[src/rtl/alu_seq_if.sv]
// Request/response bundle between the decode stage, the sequential ALU and writeback.
interface alu_seq_if #(
    parameter int WIDTH = 8
);
    logic             in_valid;
    logic             in_ready;
    logic [WIDTH-1:0] a;
    logic [WIDTH-1:0] b;
    logic [2:0]       opcode;
    logic             out_valid;
    logic             out_ready;
    logic [WIDTH-1:0] alu;
    logic             flag_z;
    logic             flag_c;
    logic             flag_n;
    logic             flag_v;
    logic             busy;

    modport master (
        output in_valid, a, b, opcode, out_ready,
        input  in_ready, out_valid, alu, flag_z, flag_c, flag_n, flag_v, busy
    );

    modport slave (
        input  in_valid, a, b, opcode, out_ready,
        output in_ready, out_valid, alu, flag_z, flag_c, flag_n, flag_v, busy
    );
endinterface

[src/rtl/alu_seq.sv]
// Handshaked ALU: single-cycle add/sub/logic/shift ops, WIDTH-cycle shift-add multiply.
// Result and flags are registered and held until the consumer takes them.
module alu_seq #(
    parameter int WIDTH = 8,
    parameter int SHW   = $clog2(WIDTH)
) (
    input logic       clk,
    input logic       rst_n,
    alu_seq_if.slave  bus
);
    localparam int M = WIDTH - 1;

    localparam logic [2:0] OP_ADD = 3'd0;
    localparam logic [2:0] OP_SUB = 3'd1;
    localparam logic [2:0] OP_AND = 3'd2;
    localparam logic [2:0] OP_OR  = 3'd3;
    localparam logic [2:0] OP_XOR = 3'd4;
    localparam logic [2:0] OP_SHL = 3'd5;
    localparam logic [2:0] OP_SHR = 3'd6;
    localparam logic [2:0] OP_MUL = 3'd7;

    typedef enum logic [1:0] {IDLE, MULT, DONE} state_t;

    typedef struct packed {
        logic [WIDTH-1:0] alu;
        logic             z;
        logic             c;
        logic             n;
        logic             v;
    } rsp_t;

    state_t             state;
    logic               rdy_en;
    logic               out_valid_q;
    logic               busy_q;
    rsp_t               rsp_q;
    rsp_t               rsp_c;
    rsp_t               mul_rsp;
    logic [WIDTH:0]     wide;
    logic [2*WIDTH-1:0] mcand;
    logic [2*WIDTH-1:0] acc;
    logic [2*WIDTH-1:0] acc_nx;
    logic [WIDTH-1:0]   mplier;
    logic [SHW-1:0]     cnt;
    logic               accept;

    // rdy_en keeps in_ready low during reset and until the first edge after release.
    assign bus.in_ready = rdy_en && (state == IDLE || (state == DONE && bus.out_ready));
    assign accept       = bus.in_valid && bus.in_ready;

    // Single-cycle datapath; carries come from the WIDTH+1-bit intermediate.
    always_comb begin
        wide  = '0;
        rsp_c = '0;
        case (bus.opcode)
            OP_ADD: begin
                wide      = {1'b0, bus.a} + {1'b0, bus.b};
                rsp_c.alu = wide[M:0];
                rsp_c.c   = wide[WIDTH];
                rsp_c.v   = (bus.a[M] == bus.b[M]) && (wide[M] != bus.a[M]);
            end
            OP_SUB: begin
                wide      = {1'b0, bus.a} - {1'b0, bus.b};
                rsp_c.alu = wide[M:0];
                rsp_c.c   = wide[WIDTH];
                rsp_c.v   = (bus.a[M] != bus.b[M]) && (wide[M] != bus.a[M]);
            end
            OP_AND: rsp_c.alu = bus.a & bus.b;
            OP_OR:  rsp_c.alu = bus.a | bus.b;
            OP_XOR: rsp_c.alu = bus.a ^ bus.b;
            // Extra guard bit catches the last bit shifted out; b >= WIDTH+1 yields all zero.
            OP_SHL: begin
                wide      = {1'b0, bus.a} << bus.b;
                rsp_c.alu = wide[M:0];
                rsp_c.c   = wide[WIDTH];
            end
            OP_SHR: begin
                wide      = {bus.a, 1'b0} >> bus.b;
                rsp_c.alu = wide[WIDTH:1];
                rsp_c.c   = wide[0];
            end
            default: rsp_c = '0;
        endcase
        rsp_c.z = (rsp_c.alu == '0);
        rsp_c.n = rsp_c.alu[M];
    end

    always_comb begin
        acc_nx      = acc + (mplier[0] ? mcand : '0);
        mul_rsp     = '0;
        mul_rsp.alu = acc_nx[M:0];
        mul_rsp.c   = |acc_nx[2*WIDTH-1:WIDTH];
        mul_rsp.z   = (acc_nx[M:0] == '0);
        mul_rsp.n   = acc_nx[M];
    end

    always_ff @(posedge clk or negedge rst_n) begin
        if (!rst_n) begin
            state       <= IDLE;
            rdy_en      <= 1'b0;
            out_valid_q <= 1'b0;
            busy_q      <= 1'b0;
            rsp_q       <= '0;
            mcand       <= '0;
            acc         <= '0;
            mplier      <= '0;
            cnt         <= '0;
        end else begin
            rdy_en <= 1'b1;
            if (accept) begin
                if (bus.opcode == OP_MUL) begin
                    mcand       <= {{WIDTH{1'b0}}, bus.a};
                    mplier      <= bus.b;
                    acc         <= '0;
                    cnt         <= '0;
                    busy_q      <= 1'b1;
                    out_valid_q <= 1'b0;
                    state       <= MULT;
                end else begin
                    rsp_q       <= rsp_c;
                    out_valid_q <= 1'b1;
                    state       <= DONE;
                end
            end else begin
                case (state)
                    MULT: begin
                        acc    <= acc_nx;
                        mcand  <= mcand << 1;
                        mplier <= mplier >> 1;
                        cnt    <= cnt + 1'b1;
                        if (cnt == SHW'(WIDTH - 1)) begin
                            rsp_q       <= mul_rsp;
                            busy_q      <= 1'b0;
                            out_valid_q <= 1'b1;
                            state       <= DONE;
                        end
                    end
                    DONE: begin
                        if (bus.out_ready) begin
                            out_valid_q <= 1'b0;
                            state       <= IDLE;
                        end
                    end
                    default: state <= IDLE;
                endcase
            end
        end
    end

    assign bus.out_valid = out_valid_q;
    assign bus.busy      = busy_q;
    assign bus.alu       = rsp_q.alu;
    assign bus.flag_z    = rsp_q.z;
    assign bus.flag_c    = rsp_q.c;
    assign bus.flag_n    = rsp_q.n;
    assign bus.flag_v    = rsp_q.v;
endmodule

[src/flat_wrapper.sv]
// flat-port wrapper written by rule: the top's interface ports become plain ports
module alu_seq_flat 
#(
    parameter int WIDTH = 8,
    parameter int SHW   = $clog2(WIDTH)
)
  (clk, rst_n, bus_in_valid, bus_a, bus_b, bus_opcode, bus_out_ready, bus_in_ready, bus_out_valid, bus_alu, bus_flag_z, bus_flag_c, bus_flag_n, bus_flag_v, bus_busy);
  alu_seq_if #(.WIDTH(WIDTH)) bus_i ();
  input logic clk;
  input logic rst_n;
  input wire logic [$bits(bus_i.in_valid)-1:0] bus_in_valid;
  input wire logic [$bits(bus_i.a)-1:0] bus_a;
  input wire logic [$bits(bus_i.b)-1:0] bus_b;
  input wire logic [$bits(bus_i.opcode)-1:0] bus_opcode;
  input wire logic [$bits(bus_i.out_ready)-1:0] bus_out_ready;
  output wire logic [$bits(bus_i.in_ready)-1:0] bus_in_ready;
  output wire logic [$bits(bus_i.out_valid)-1:0] bus_out_valid;
  output wire logic [$bits(bus_i.alu)-1:0] bus_alu;
  output wire logic [$bits(bus_i.flag_z)-1:0] bus_flag_z;
  output wire logic [$bits(bus_i.flag_c)-1:0] bus_flag_c;
  output wire logic [$bits(bus_i.flag_n)-1:0] bus_flag_n;
  output wire logic [$bits(bus_i.flag_v)-1:0] bus_flag_v;
  output wire logic [$bits(bus_i.busy)-1:0] bus_busy;
  assign bus_i.in_valid = bus_in_valid;
  assign bus_i.a = bus_a;
  assign bus_i.b = bus_b;
  assign bus_i.opcode = bus_opcode;
  assign bus_i.out_ready = bus_out_ready;
  assign bus_in_ready = bus_i.in_ready;
  assign bus_out_valid = bus_i.out_valid;
  assign bus_alu = bus_i.alu;
  assign bus_flag_z = bus_i.flag_z;
  assign bus_flag_c = bus_i.flag_c;
  assign bus_flag_n = bus_i.flag_n;
  assign bus_flag_v = bus_i.flag_v;
  assign bus_busy = bus_i.busy;
  alu_seq #(.WIDTH(WIDTH), .SHW(SHW)) u_core (.clk(clk), .rst_n(rst_n), .bus(bus_i));
endmodule
[config.mk]
export PLATFORM = sky130hd
export DESIGN_NAME = alu_seq_flat
export DESIGN_NICKNAME = d
export VERILOG_FILES = /design/src/rtl/alu_seq_if.sv /design/src/rtl/alu_seq.sv /design/src/flat_wrapper.sv
export SDC_FILE = /design/constraint.sdc
export NUM_CORES = 1
export LEC_CHECK = 0
export ABC_AREA = 1
export BUFFER_PORTS_ARGS = -buffer_cell sky130_fd_sc_hd__buf_2
export CAP_MARGIN = 20
export CELL_PAD_IN_SITES_DETAIL_PLACEMENT = 1
export CELL_PAD_IN_SITES_GLOBAL_PLACEMENT = 2
export CORE_ASPECT_RATIO = 1.4
export CORE_UTILIZATION = 35
export DETAILED_ROUTE_END_ITERATION = 7
export PLACE_DENSITY_LB_ADDON = 0.1
export SLEW_MARGIN = 0
export SYNTH_ARGS = -nofsm -noshare
export SYNTH_HDL_FRONTEND = slang
export SYNTH_SLANG_ARGS = --single-unit
[constraint.sdc]
create_clock -name clk -period 2.9 [get_ports clk]
set_input_delay 0 -clock clk [delete_from_list [all_inputs] [get_ports clk]]
set_output_delay 0 -clock clk [all_outputs]
set_load 0.005 [all_outputs]
Word level (Yosys, flattened, before mapping)
Index checks and enable logic that the tools add are counted.

storage, ports and cells
  register bits = 60
  input bits = 23
  output and inout bits = 15
  logic and storage cells = 93

operators by class
  add/subtract/negate cells = 4
  eq/ne operators = 18
  shift-type cells = 2
  multiplexer cells = 34
  bitwise operators = 3
  reduce and logical (&&, ||, !) cells = 19

operators by type and width
  kind                                                 number
  2-to-1 mux 16 bit                                    7
  one-hot mux 8 bit (7 select lines)                   1
  2-to-1 mux 12 bit                                    4
  2-to-1 mux 8 bit                                     3
  adder 16 bit                                         1
  logical NOT 8 bit                                    2
  equality test 3 bit, second input constant           5
  adder 8 x 8 -> 9 bit                                 1
  2-to-1 mux 3 bit                                     3
  AND reduction 3 bit                                  3
  << shifter 8 x 8 -> 9 bit                            1
  right shift 9 x 8 -> 9 bit                           1
  subtractor 8 x 8 -> 9 bit                            1
  bitwise AND 8 bit                                    1
  2-to-1 mux 1 bit                                     8
  2-to-1 mux 2 bit                                     4
  OR 8 bit                                             1
  OR reduction 8 bit                                   1
  bitwise XOR 8 bit                                    1
  equality test 3 x 2 -> 1 bit, second input constant  2
  logical AND 1 bit                                    5
  != test 2 bit, second input constant                 2
  one-hot mux 1 bit (2 select lines)                   2
  one-hot mux 1 bit (4 select lines)                   1
  other kinds (15)                                     19

Longest topological paths before layout
  depth in word-level cells = 7
  gate-level depth with buffers = 20
  mapped depth without buffers = 18

Worst setup path after synthesis
Ideal clock, no wire load.

  kind = reg2reg
  start = reg u_core.mplier[0]
  end = reg u_core.rsp_q (netlist bit u_core.bus.flag_c)
  library setup time = 0.116 ns
  data arrival time = 2.233 ns
  data required time = 2.784 ns
  path slack = 0.550 ns
  cell stages (with the launch flop) = 18
  cells stage by stage = dfrtp_1 > clkbuf_1 > clkbuf_1 > nand2_1 > inv_1 > ha_1 > a21oi_1 > o21a_1 > nand2_1 > a21boi_0 > or2_2 > nand3_1 > nor2_1 > nand2_1 > nand2_1 > nand2_1 > nand2_1 > nand2_1

between the ends
  cells in the longest elaborated chain, start to end = 6

RTL lines
  item                      line            source
  start: declaration        alu_seq.sv:43   logic [WIDTH-1:0] mplier;
  start signal: assignment  alu_seq.sv:113  mplier <= bus.b;
  start signal: assignment  alu_seq.sv:129  mplier <= mplier >> 1;
  2-to-1 mux 16 bit         alu_seq.sv:89   acc_nx = acc + (mplier[0] ? mcand : '0);
  adder 16 bit              alu_seq.sv:89
  OR reduction 8 bit        alu_seq.sv:92   mul_rsp.c = |acc_nx[2*WIDTH-1:WIDTH];
  2-to-1 mux 12 bit         alu_seq.sv:131  if (cnt == SHW'(WIDTH - 1)) begin
  2-to-1 mux 12 bit         alu_seq.sv:125  case (state)
  2-to-1 mux 12 bit         alu_seq.sv:110  if (accept) begin
  end signal: assignment    alu_seq.sv:120  rsp_q <= rsp_c;
  end signal: assignment    alu_seq.sv:132  rsp_q <= mul_rsp;
  end: declaration          alu_seq.sv:36   rsp_t rsp_q;

Every way passes these cells. The select of a mux whose other input is x is not followed.
A chain may end at the register's enable or synchronous reset.

Worst setup path after layout
Same ends and word-level chain as after synthesis.

==> qor.csv <==
metric;value;unit
post-cts-setup-buffer-count;0;
numCtsBuffers;9;
holdWs;0.0177;ns
tightest_slew;0.795;ns
grt_max_degree;44;
hpwl;15400;um
synth_cells;781;
num_rows;52;
clock-sinks;59;
track_usage;25.9;%
place_congestion;0.915;
r2r_cells;16;
ys_types;48;
setup_tns;0;ns
postCtsHoldBufs;1;
timing.rr.end;u_core.bus.flag_c;
cts_buffer_depth;2;
synth_top_cell_area_share;28.1;%
synth-edff-count;0;
cp.arrival;2.88;ns
fp.dieH;147;um
setup_viol;0;
yosys-top-cells-area;dfrtp_1, nand2_1, ha_1;
dieWidth;106;um
routed_wl;19000;um
syn_avg_cell_area;6.72;um2
regArea;0.00148;mm2
ys_async_sr_fraction;100;%
cts_tree;done;
dieArea;0.0155;mm2
r2r_slack;0.24;ns
diodes;0;
drt_iter0_drc;222;
ys_warn_count;0;
worst_clock_skew;0.00670;ns
postRouteAntennaNets;0;
finalHoldViolations;0;
ios;38;
critPathKind;flip-flop to flip-flop;
grt_pass1_wl;30800;um
status;finished, final reports clean;
clk_pin_slew;0.05;ns
clk_latency;0.33;ns
p_total;4.49;mW
yosys.area.top_type;dfrtp_1;
dpl_cell_area;0.00560;mm2
post_drt_via_cell_ratio;5.31;
drive_above_1_share;9.61;%
peakVddDrop;0.399;mV
yosys_most_used_dff;dfrtp_1;
area_growth;13.7;%
cp_slowest_cell;dfrtp_1;
synthesis.area;0.00525;mm2
power_density;751;mW/mm2
floorplan.initialDensity;36.0;%
grt_overflow;0;
nets;888;
required;3.12;ns
num_vias;5373;
wire_per_inst;18.8;um
drcViolationCount;0;
hold_path.class;input port to async pin;
multi_input_area;0.00324;mm2
fin_crit_sh;91.9;%
ctsHtreeMaxLevel;3;
antenna_found_initial;0;
cts_root_buf;clkbuf_16;
worstPathCellList;buf_4 > nand2_1 > inv_1 > ha_1 > a21oi_1 > o21a_1 > nand2_1 > a21boi_0 > or2_2 > nand3_1 > nor2_1 > nand2_1 > nand2_1 > nand2_1 > nand2_1 > nand2_1;
fillers;1908;
max_freq;375;MHz
crit_path_frequent_cell;nand2_1;
fin_area;0.00597;mm2
final_common_cell;nand2_1;
synth.net_count;852;
cp-start-kind;flip-flop;
critical_path_buf_inv_count;2;
max-slew-margin-rel;46.9;%
ys_seq_elements;59;
mostFrequentLayoutCells;nand2_1, inv_1, nor2_1, dfrtp_1;
first_global_vias;5851;
end_kind;flip-flop;
p_leak;3.25;nW
slew_violations;0;
synth.yosys.seq_area_share;28.1;%
final_util;41.0;%
r2r_start;u_core.mplier[0];
crit_family;simple AND/OR/NAND/NOR gates;
drt_first_pass_iters;4;
portBuffers;37;
coreArea;0.0146;mm2
critPathMaxStageDelay;0.44;ns
rsz0062_at_grt;no;
period_needed;2.66;ns
drv_cap;0;
cp_max_fo;11;
cts-resized-gates;0;
power breakdown:
group,switching (mW),internal [mW]
Sequential,0.222,1.13
Combinational,1.23,0.712
Clock,0.376,0.824
how the worst max path moves through the flow:
stage	from	to	depth (start not counted)
2_1_floorplan	u_core.mplier[0]	u_core.bus.flag_c	17
3_3_place_gp	u_core.mplier[0]	u_core.bus.flag_c	17
3_5_place_dp	u_core.mplier[0]	u_core.bus.flag_c	17
4_1_cts	u_core.mplier[0]	u_core.bus.flag_c	16
5_1_grt	u_core.mplier[0]	u_core.bus.flag_c	16
6_report	u_core.mplier[0]	u_core.bus.flag_c	16
sequential cells by signal, indices dropped and copies added (netlist names), 2 cells and up:
signal / flops
u_core.acc: 16
u_core.bus.alu: 7
u_core.cnt: 3
u_core.mcand: 16
u_core.mplier: 8
u_core.state: 2
logic make-up after synthesis:
kind of cell / count (synthesis) / synth area share (%)
compound gates: 143 / 16.0
xor+xnor: 13 / 2.17
fa+ha+maj: 48 / 11.9
buf+inv: 125 / 10.2
flops: 59 / 28.1
mux: 1 / 0.286
other cells: 1 / 0.0714
simple gates: 391 / 31.3
routing by layer:
metal,up-vias,track usage [%],wire [um]
met2,103,49.1,10100
li1,2647,-,-
met5,-,0,0
met4,0,18.2,1380
met3,61,3.33,416
met1,2562,25.8,7110
stage by stage:
| stage | setup slack (ns) | instances |
|---|---|---|
| floorplan | 0.550 | 781 |
| global placement | 0.382 | 993 |
| detailed placement | 0.291 | 993 |
| CTS | 0.237 | 1010 |
| global route | 0.0387 | 1011 |
| finish | 0.236 | 1011 |
Yosys cell counts (7+ instances only):
cell type	count
a21oi_1	43
a31oi_1	17
buf_2	8
clkbuf_1	7
dfrtp_1	59
ha_1	45
inv_1	94
nand2_1	240
nand3_1	45
nand4_1	27
nor2_1	59
nor3_1	7
o211ai_1	7
o21ai_0	40
o22ai_1	13
xor2_1	9
area by class of cell:
class	count	area share, %
sequential	59	24.7
timing repair buffer	53	5.36
tap	189	3.96
inverter	97	6.10
clock buffer	13	4.52
clock inverter	3	1.15
multi-input combinational	597	54.2
Power figures use the tool's default switching activity.
